==> src/rtl/code_fetch.sv <==
// Instruction fetch stage: walks a pc through code RAM, absorbs the one-cycle
// read latency and hands words downstream through a small show-ahead FIFO.
module code_fetch #(
  parameter int ADDR_W = 9,
  parameter int DATA_W = 16,
  parameter int DEPTH  = 4
) (
  input  logic              clock,
  input  logic              reset,
  input  logic              running,
  output logic [ADDR_W-1:0] ram_addr,
  output logic              ram_we,
  output logic [DATA_W-1:0] ram_write,
  input  logic [DATA_W-1:0] ram_read,
  input  logic              redirect_valid,
  input  logic [ADDR_W-1:0] redirect_addr,
  output logic              instr_valid,
  output logic [DATA_W-1:0] instr_data,
  output logic [ADDR_W-1:0] instr_addr,
  input  logic              instr_ready,
  output logic              busy
);
  localparam int PTR_W = $clog2(DEPTH);
  localparam int CNT_W = PTR_W + 1;

  typedef enum logic {IDLE, FETCH} state_t;
  state_t state_reg, state_next;

  logic [ADDR_W-1:0] pc_reg, pc_next;
  logic              inflight_reg, inflight_next;
  logic [ADDR_W-1:0] inflight_addr_reg, inflight_addr_next;
  logic [PTR_W-1:0]  wr_ptr_reg, rd_ptr_reg;
  logic [CNT_W-1:0]  count_reg;
  logic [DATA_W-1:0] data_mem [DEPTH];
  logic [ADDR_W-1:0] addr_mem [DEPTH];

  logic flush, push, pop;

  always_comb begin
    state_next         = state_reg;
    pc_next            = pc_reg;
    inflight_next      = 1'b0;
    inflight_addr_next = inflight_addr_reg;
    flush              = 1'b0;
    push               = 1'b0;
    case (state_reg)
      IDLE: begin
        pc_next = '0;
        if (running) state_next = FETCH;
      end
      FETCH: begin
        if (!running) begin
          state_next = IDLE;
          pc_next    = '0;
          flush      = 1'b1;
        end else if (redirect_valid) begin
          // The word in flight belongs to the old stream and is dropped.
          pc_next = redirect_addr;
          flush   = 1'b1;
        end else begin
          push = inflight_reg;
          // Reserve a slot for the in-flight word; pops this cycle earn no credit.
          if ((count_reg + CNT_W'(inflight_reg)) < CNT_W'(DEPTH)) begin
            pc_next            = pc_reg + ADDR_W'(1);
            inflight_next      = 1'b1;
            inflight_addr_next = pc_reg;
          end
        end
      end
      default: state_next = IDLE;
    endcase
  end

  assign pop = instr_valid && instr_ready;

  always_ff @(posedge clock or posedge reset) begin
    if (reset) begin
      state_reg         <= IDLE;
      pc_reg            <= '0;
      inflight_reg      <= 1'b0;
      inflight_addr_reg <= '0;
      wr_ptr_reg        <= '0;
      rd_ptr_reg        <= '0;
      count_reg         <= '0;
    end else begin
      state_reg         <= state_next;
      pc_reg            <= pc_next;
      inflight_reg      <= inflight_next;
      inflight_addr_reg <= inflight_addr_next;
      if (flush) begin
        wr_ptr_reg <= '0;
        rd_ptr_reg <= '0;
        count_reg  <= '0;
      end else begin
        if (push) wr_ptr_reg <= wr_ptr_reg + PTR_W'(1);
        if (pop)  rd_ptr_reg <= rd_ptr_reg + PTR_W'(1);
        case ({push, pop})
          2'b10:   count_reg <= count_reg + CNT_W'(1);
          2'b01:   count_reg <= count_reg - CNT_W'(1);
          default: count_reg <= count_reg;
        endcase
      end
    end
  end

  always_ff @(posedge clock) begin
    if (push) begin
      data_mem[wr_ptr_reg] <= ram_read;
      addr_mem[wr_ptr_reg] <= inflight_addr_reg;
    end
  end

  // Head words are masked while empty so outputs read zero out of reset.
  assign instr_valid = (count_reg != '0);
  assign instr_data  = instr_valid ? data_mem[rd_ptr_reg] : '0;
  assign instr_addr  = instr_valid ? addr_mem[rd_ptr_reg] : '0;
  assign ram_addr    = pc_reg;
  assign ram_we      = 1'b0;
  assign ram_write   = '0;
  assign busy        = (state_reg == FETCH);
endmodule
==> config.mk <==
export PLATFORM = sky130hd
export DESIGN_NAME = code_fetch
export DESIGN_NICKNAME = d
export VERILOG_FILES = /design/src/rtl/code_fetch.sv
export SDC_FILE = /design/constraint.sdc
export NUM_CORES = 1
export LEC_CHECK = 0
export ABC_AREA = 1
export BUFFER_PORTS_ARGS = -buffer_cell sky130_fd_sc_hd__buf_2
export CORE_MARGIN = 10
export CORE_UTILIZATION = 45
export DETAILED_ROUTE_END_ITERATION = 16
export GPL_TIMING_DRIVEN = 0
export HOLD_SLACK_MARGIN = 0.15
export PLACE_DENSITY_LB_ADDON = 0.1
export SYNTH_ARGS = -nofsm -noshare
export SYNTH_HDL_FRONTEND = slang
export SYNTH_SLANG_ARGS = --single-unit
==> constraint.sdc <==
create_clock -name clock -period 2.73 [get_ports clock]
set_clock_uncertainty 0.15 [all_clocks]
set_input_delay 0.273 -clock clock [delete_from_list [all_inputs] [get_ports clock]]
set_output_delay 0.273 -clock clock [all_outputs]
set_load 0.01 [all_outputs]
## After elaboration in Yosys (flattened, before gate mapping)

Memories as Yosys holds them, arrays and structs flattened.
Index checks and enable logic that the tools add are counted.

| word-level totals | value |
|---|---|
| flip-flop bits (word level) | 27 |
| latch bits | 0 |
| memory bits (writable) | 100 |
| bits in read-only memories | 0 |
| input port bits | 30 |
| word-level logic and storage cells | 52 |
| memories kept | 2 |

| cells by class | value |
|---|---|
| add/sub/neg operators | 6 |
| $mul | 0 |
| divide/modulo/power cells | 0 |
| $lt $le $gt $ge | 1 |
| eq/ne operators | 3 |
| shifts and indexed selects | 0 |
| muxes and demuxes | 25 |
| bitwise logic cells | 2 |
| reductions and logical operators | 6 |

Memory list:

| name | depth | width | rd ports | clocked after Yosys merged registers in | wr ports | RTL line | text |
|---|---|---|---|---|---|---|---|
| data_mem | 4 | 16 | 1 | 0 | 1 | 34 | `logic [DATA_W-1:0] data_mem [DEPTH];` |
| addr_mem | 4 | 9 | 1 | 0 | 1 | 35 | `logic [ADDR_W-1:0] addr_mem [DEPTH];` |

Operators by type and width:

| kind | count |
|---|---|
| 9-bit 2-to-1 mux | 4 |
| 9-bit one-hot mux with 2 select lines | 1 |
| 16-bit 2-to-1 mux | 1 |
| 1-bit 2-to-1 mux | 13 |
| 9-bit by 1-bit adder with 9-bit output, second input constant | 1 |
| 2-bit 2-to-1 mux | 4 |
| 3-bit one-hot mux with 2 select lines | 1 |
| 3-bit nonzero test | 2 |
| 2-bit by 1-bit adder with 2-bit output, second input constant | 2 |
| 4-bit by 3-bit inequality test with 1-bit output, second input constant | 1 |
| 4-bit AND reduction | 1 |
| 2-bit nonzero test | 2 |
| 3-bit by 1-bit adder with 3-bit output | 1 |
| 3-bit by 1-bit adder with 3-bit output, second input constant | 1 |
| 3-bit less-than comparator, second input constant | 1 |
| 3-bit 2-to-1 mux | 1 |
| 3-bit by 1-bit subtractor with 3-bit output, second input constant | 1 |
| 2-bit by 1-bit equality test with 1-bit output, second input constant | 1 |
| 2-bit equality test, second input constant | 1 |
| 1-bit NOT | 2 |
| 1-bit logical AND | 1 |

## Logic depth before layout (Yosys ltp)

| depth | value |
|---|---|
| depth in word-level cells | 6 |
| mapped depth | 11 |
| mapped depth without buffers | 11 |

## Worst setup path before layout

OpenSTA, ideal clock, no wires.

| path | value |
|---|---|
| path type | register to register |
| start point | register wr_ptr_reg[0] |
| end point | memory addr_mem[2][0] (enable) |
| library setup time | 0.407 ns |
| arrival time | 1.730 ns |
| required time | 2.173 ns |
| slack | 0.443 ns |
| stages on the path, launching flop included | 5 |
| buffers on the path | 0 |
| cells stage by stage | dfrtp_1 inv_1 ha_1 inv_1 nor2_1 |

RTL lines:

| element | RTL line | text |
|---|---|---|
| start: declaration | 32 | `logic [PTR_W-1:0] wr_ptr_reg, rd_ptr_reg;` |
| start signal: assignment | 95 | `if (push) wr_ptr_reg <= wr_ptr_reg + PTR_W'(1);` |
| end: declaration | 35 |  |

No word-level cell before the write port.

## Worst setup path after layout

| path | value |
|---|---|
| start point | register rd_ptr_reg[0] |
| end point | output port instr_data[11] |

| on the way | value |
|---|---|
| longest elaborated chain between the ends | 2 |

RTL lines:

| element | RTL line | text |
|---|---|---|
| start: declaration | 32 |  |
| start signal: assignment | 96 | `if (pop) rd_ptr_reg <= rd_ptr_reg + PTR_W'(1);` |
| memory 4 x 16 bit | - |  |
| 16-bit 2-to-1 mux | 115 | `assign instr_data = instr_valid ? data_mem[rd_ptr_reg] : '0;` |
| end: declaration | 18 | `output logic [DATA_W-1:0] instr_data,` |

Every way passes these cells.

==> out/summary.txt <==
area leader, netlist: edfxtp_1
crit end category: output pin
fill count: 1008
DP Worst Slack: 559.7 ps
CTS sink cnt: 127
minimum clock period: 2438 ps
CTS Hold Bufs: 29
gpl congestion: 0.7901
Antenna Diode Count: 0
share of layout cells above drive strength 1: 23.58%
max FFs per register: 64
period utilization: 89.32%
Worst-Margin Slew: 1058 ps
H-tree levels: 4
Comb power frac: 19.9%
Post-CTS Setup Bufs: 0
clk_lat worst skew: 400 ps
Final #Nets: 678
critical path launch point type: flop
P_sw: 1.497 mW
CTS Root Cell: clkbuf_16
WL per Instance: 15.16 microns
f_max: 410.1 MHz
Relative slew margins: 29.41%
Finish-stage setup viols: 0
Pwr Density: 765.7 nW/um^2
arrival time worst endpoint: 2020 ps
input/output buffers: 65
Avg Inst Size Synth: 10.86 sq um
Gate Count Post-Synth: 513
RSZ-0062 raised after global routing: no
clock buffer depth: 2
DP Area: 6195 sq um
CP max FO: 10
area delta synth->final: 26.44%
post-synth top area share: 53.92%
fin. max-slew vios: 0
Die Wd: 131.2 microns
switching part of the total: 27.76%
Req. time, crit path: 2310 ps
Max-Cap Viols: 0
final hold vios: 0
CTS Buf Count: 17
vias in the first global route: 3966
initial core utilization: 46.17%
top_reg_cell synth: edfxtp_1
synth top area cells: edfxtp_1 (54%), dfrtp_1 (12%), nor2_1 (7.8%)
post-synthesis sequential area ratio: 66.05%
Top Ports: 83
Largest Register: data_mem
Leakage: 2.965 nW
Seq pwr share: 40.4%
library cells used by synthesis: 34
Detail Route Antenna Nets: 0
power share of the clock group: 39.7%
Die Ht: 131.2 microns
#FFs+latches synth: 127
Vias: 3910
vias per cell: 4.762
clock transition at the registers of the reported paths: 50 ps
fraction of registers with async set/reset: 21.26%
GR Overflow Total: 0
row count: 40
Hold WC Path Type: input pin to flop
crit path kind: flop to output pin
Ys Warns: 0
largest net degree at the start of global routing: 28
EDFF count, synth: 100
Worst Slack Setup Final: 291.6 ps
post-route DRC violation count: 0
Cell Int Power: 3.895 mW
initial antenna violation count: 0
Post-Syn Area: 5569 sq um
CTS tree: built
Max IR drop VDD: 0.3601 mV
Core Area: 12060 sq um
status: finished clean
first-pass GRT wire length: 20040 microns
die area: 17230 sq um
TritonRoute pass-1 iters: 5
Top Registers: data_mem (64), addr_mem (36)
Iter 0 DRT Violations: 285
post-DP HPWL: 8090 microns
GR Util All Layers: 14.44%
post-cts sizing count: 0
fin area: 7042 sq um
final wirelength: 12440 microns
Fin Hold WS: 175.6 ps
-- cells in the mapped netlist, types with 2 or more instances --
library cell and n:
edfxtp_1 100, nand4_2 2, nand3_1 12, o22ai_1 3
nor2_2 2, nand2_2 3, ha_1 5, nor2_1 115
a21oi_1 28, inv_2 7, buf_4 17, nand2_4 3
clkbuf_1 6, buf_2 12, nand2_1 56, inv_1 28
o21ai_2 9, o21ai_1 10, nor2_4 2, o21ai_0 52
dfrtp_1 27, nand4_1 2
-- cell usage in the layout, fill, tap and decap left out, types with 2 or more instances in the layout --
master and count:
edfxtp_1 100, nand4_1 2, buf_4 17, clkbuf_1 8, o21ai_0 52, dlygate4sd3_1 29, clkinv_2 3, nor2_4 6
o22ai_1 3, nand2_4 3, nand3_1 12, clkbuf_16 17, conb_1 17, clkinv_1 5, nand2_1 56, o21ai_2 9
nand4_2 2, o21ai_1 10, nor2_2 2, inv_2 7, a21oi_1 28, ha_1 5, dfrtp_1 27, buf_2 77
nor2_1 111, inv_1 28, bufinv_16 3, nand2_2 3
-- area by class of cell --
cell class                      instances  area (sq um)  area share [%]
Clock buffer                           19         432.9           6.148
Buffer                                 37         225.2           3.198
Sequential cell                       127          3679           52.24
Inverter                               36         137.6           1.955
Multi-Input combinational cell        329          1618           22.97
Clock inverter                         11         123.9           1.759
Timing Repair Buffer                   94         615.6           8.742
Tap cell                              168         210.2           2.985
-- stage by stage --
stage / TNS, ps / power (mW) / util [%] / std cells
6_report: 0 / 5.392 / 58.38 / 821
3_3_place_gp: -45700 / 3.244 / 51.11 / 762
5_1_grt: 0 / 5.642 / 58.38 / 821
4_1_cts: 0 / 5.443 / 58.38 / 821
3_5_place_dp: 0 / 3.271 / 51.36 / 762
2_1_floorplan: 0 / 2.876 / - / 529
-- final timing paths --
path                       cells past startpoint                         to                        startpoint  slack, ps
max in group asynchronous                      3  rd_ptr_reg[1]$_DFFE_PP0P_                             reset       1260
min                                            4    ram_addr[4]$_DFFE_PP0P_                    redirect_valid        180
min in group asynchronous                      3    ram_addr[5]$_DFFE_PP0P_                             reset        530
max reg2reg                                    2  data_mem[1][12]$_DFFE_PP_            inflight_reg$_DFF_PP0_        670
min reg2reg                                    0   addr_mem[1][5]$_DFFE_PP_  inflight_addr_reg[5]$_DFFE_PP0P_        370
max                                            6             instr_data[11]         rd_ptr_reg[0]$_DFFE_PP0P_        290
-- power groups by stage --
stage	Sequential [mW]	Combinational, mW	Clock (mW)
after global routing	2.18	1.21	2.25
final	2.18	1.07	2.14
after CTS	2.18	1.10	2.17
after floorplan	2.21	0.670	0
after global placement	2.21	1.03	0
after detailed placement	2.21	1.06	0
-- cells by family (layout without fill, tap and decap cells) --
kind of cell               count (synthesis)  count (layout)  share of synthesized area, %
and+or+nand+nor                          201             201                         15.59
DFF                                      127             127                         66.05
AOI/OAI and AO/OA                        103             103                         9.953
buffers and inverters                     73             197                         6.515
adders and majority gates                  6               6                         1.483
other                                      1              17                       0.06734
xor gates and xnor gates                   1               1                        0.1573
muxes                                      1               1                        0.1797
-- critical path, stage by stage (launching register included) --
cell and delay (ps):
dfrtp_1 350, buf_2 150, inv_2 100, clkbuf_1 440, o21ai_0 180, a21oi_1 230, buf_2 170
-- per-layer routing --
layer  share of wire, %  GRT usage, %  routed length, microns  vias up
li1                   -             -                       -     1964
met1                 44         17.09                    5441     1822
met2                 50         24.30                    6228      116
met3                5.6         3.925                     693        8
met4               0.64         5.813                      80        0
met5                  0             0                       0        -
No activity file was read; power rests on OpenSTA's default activity.
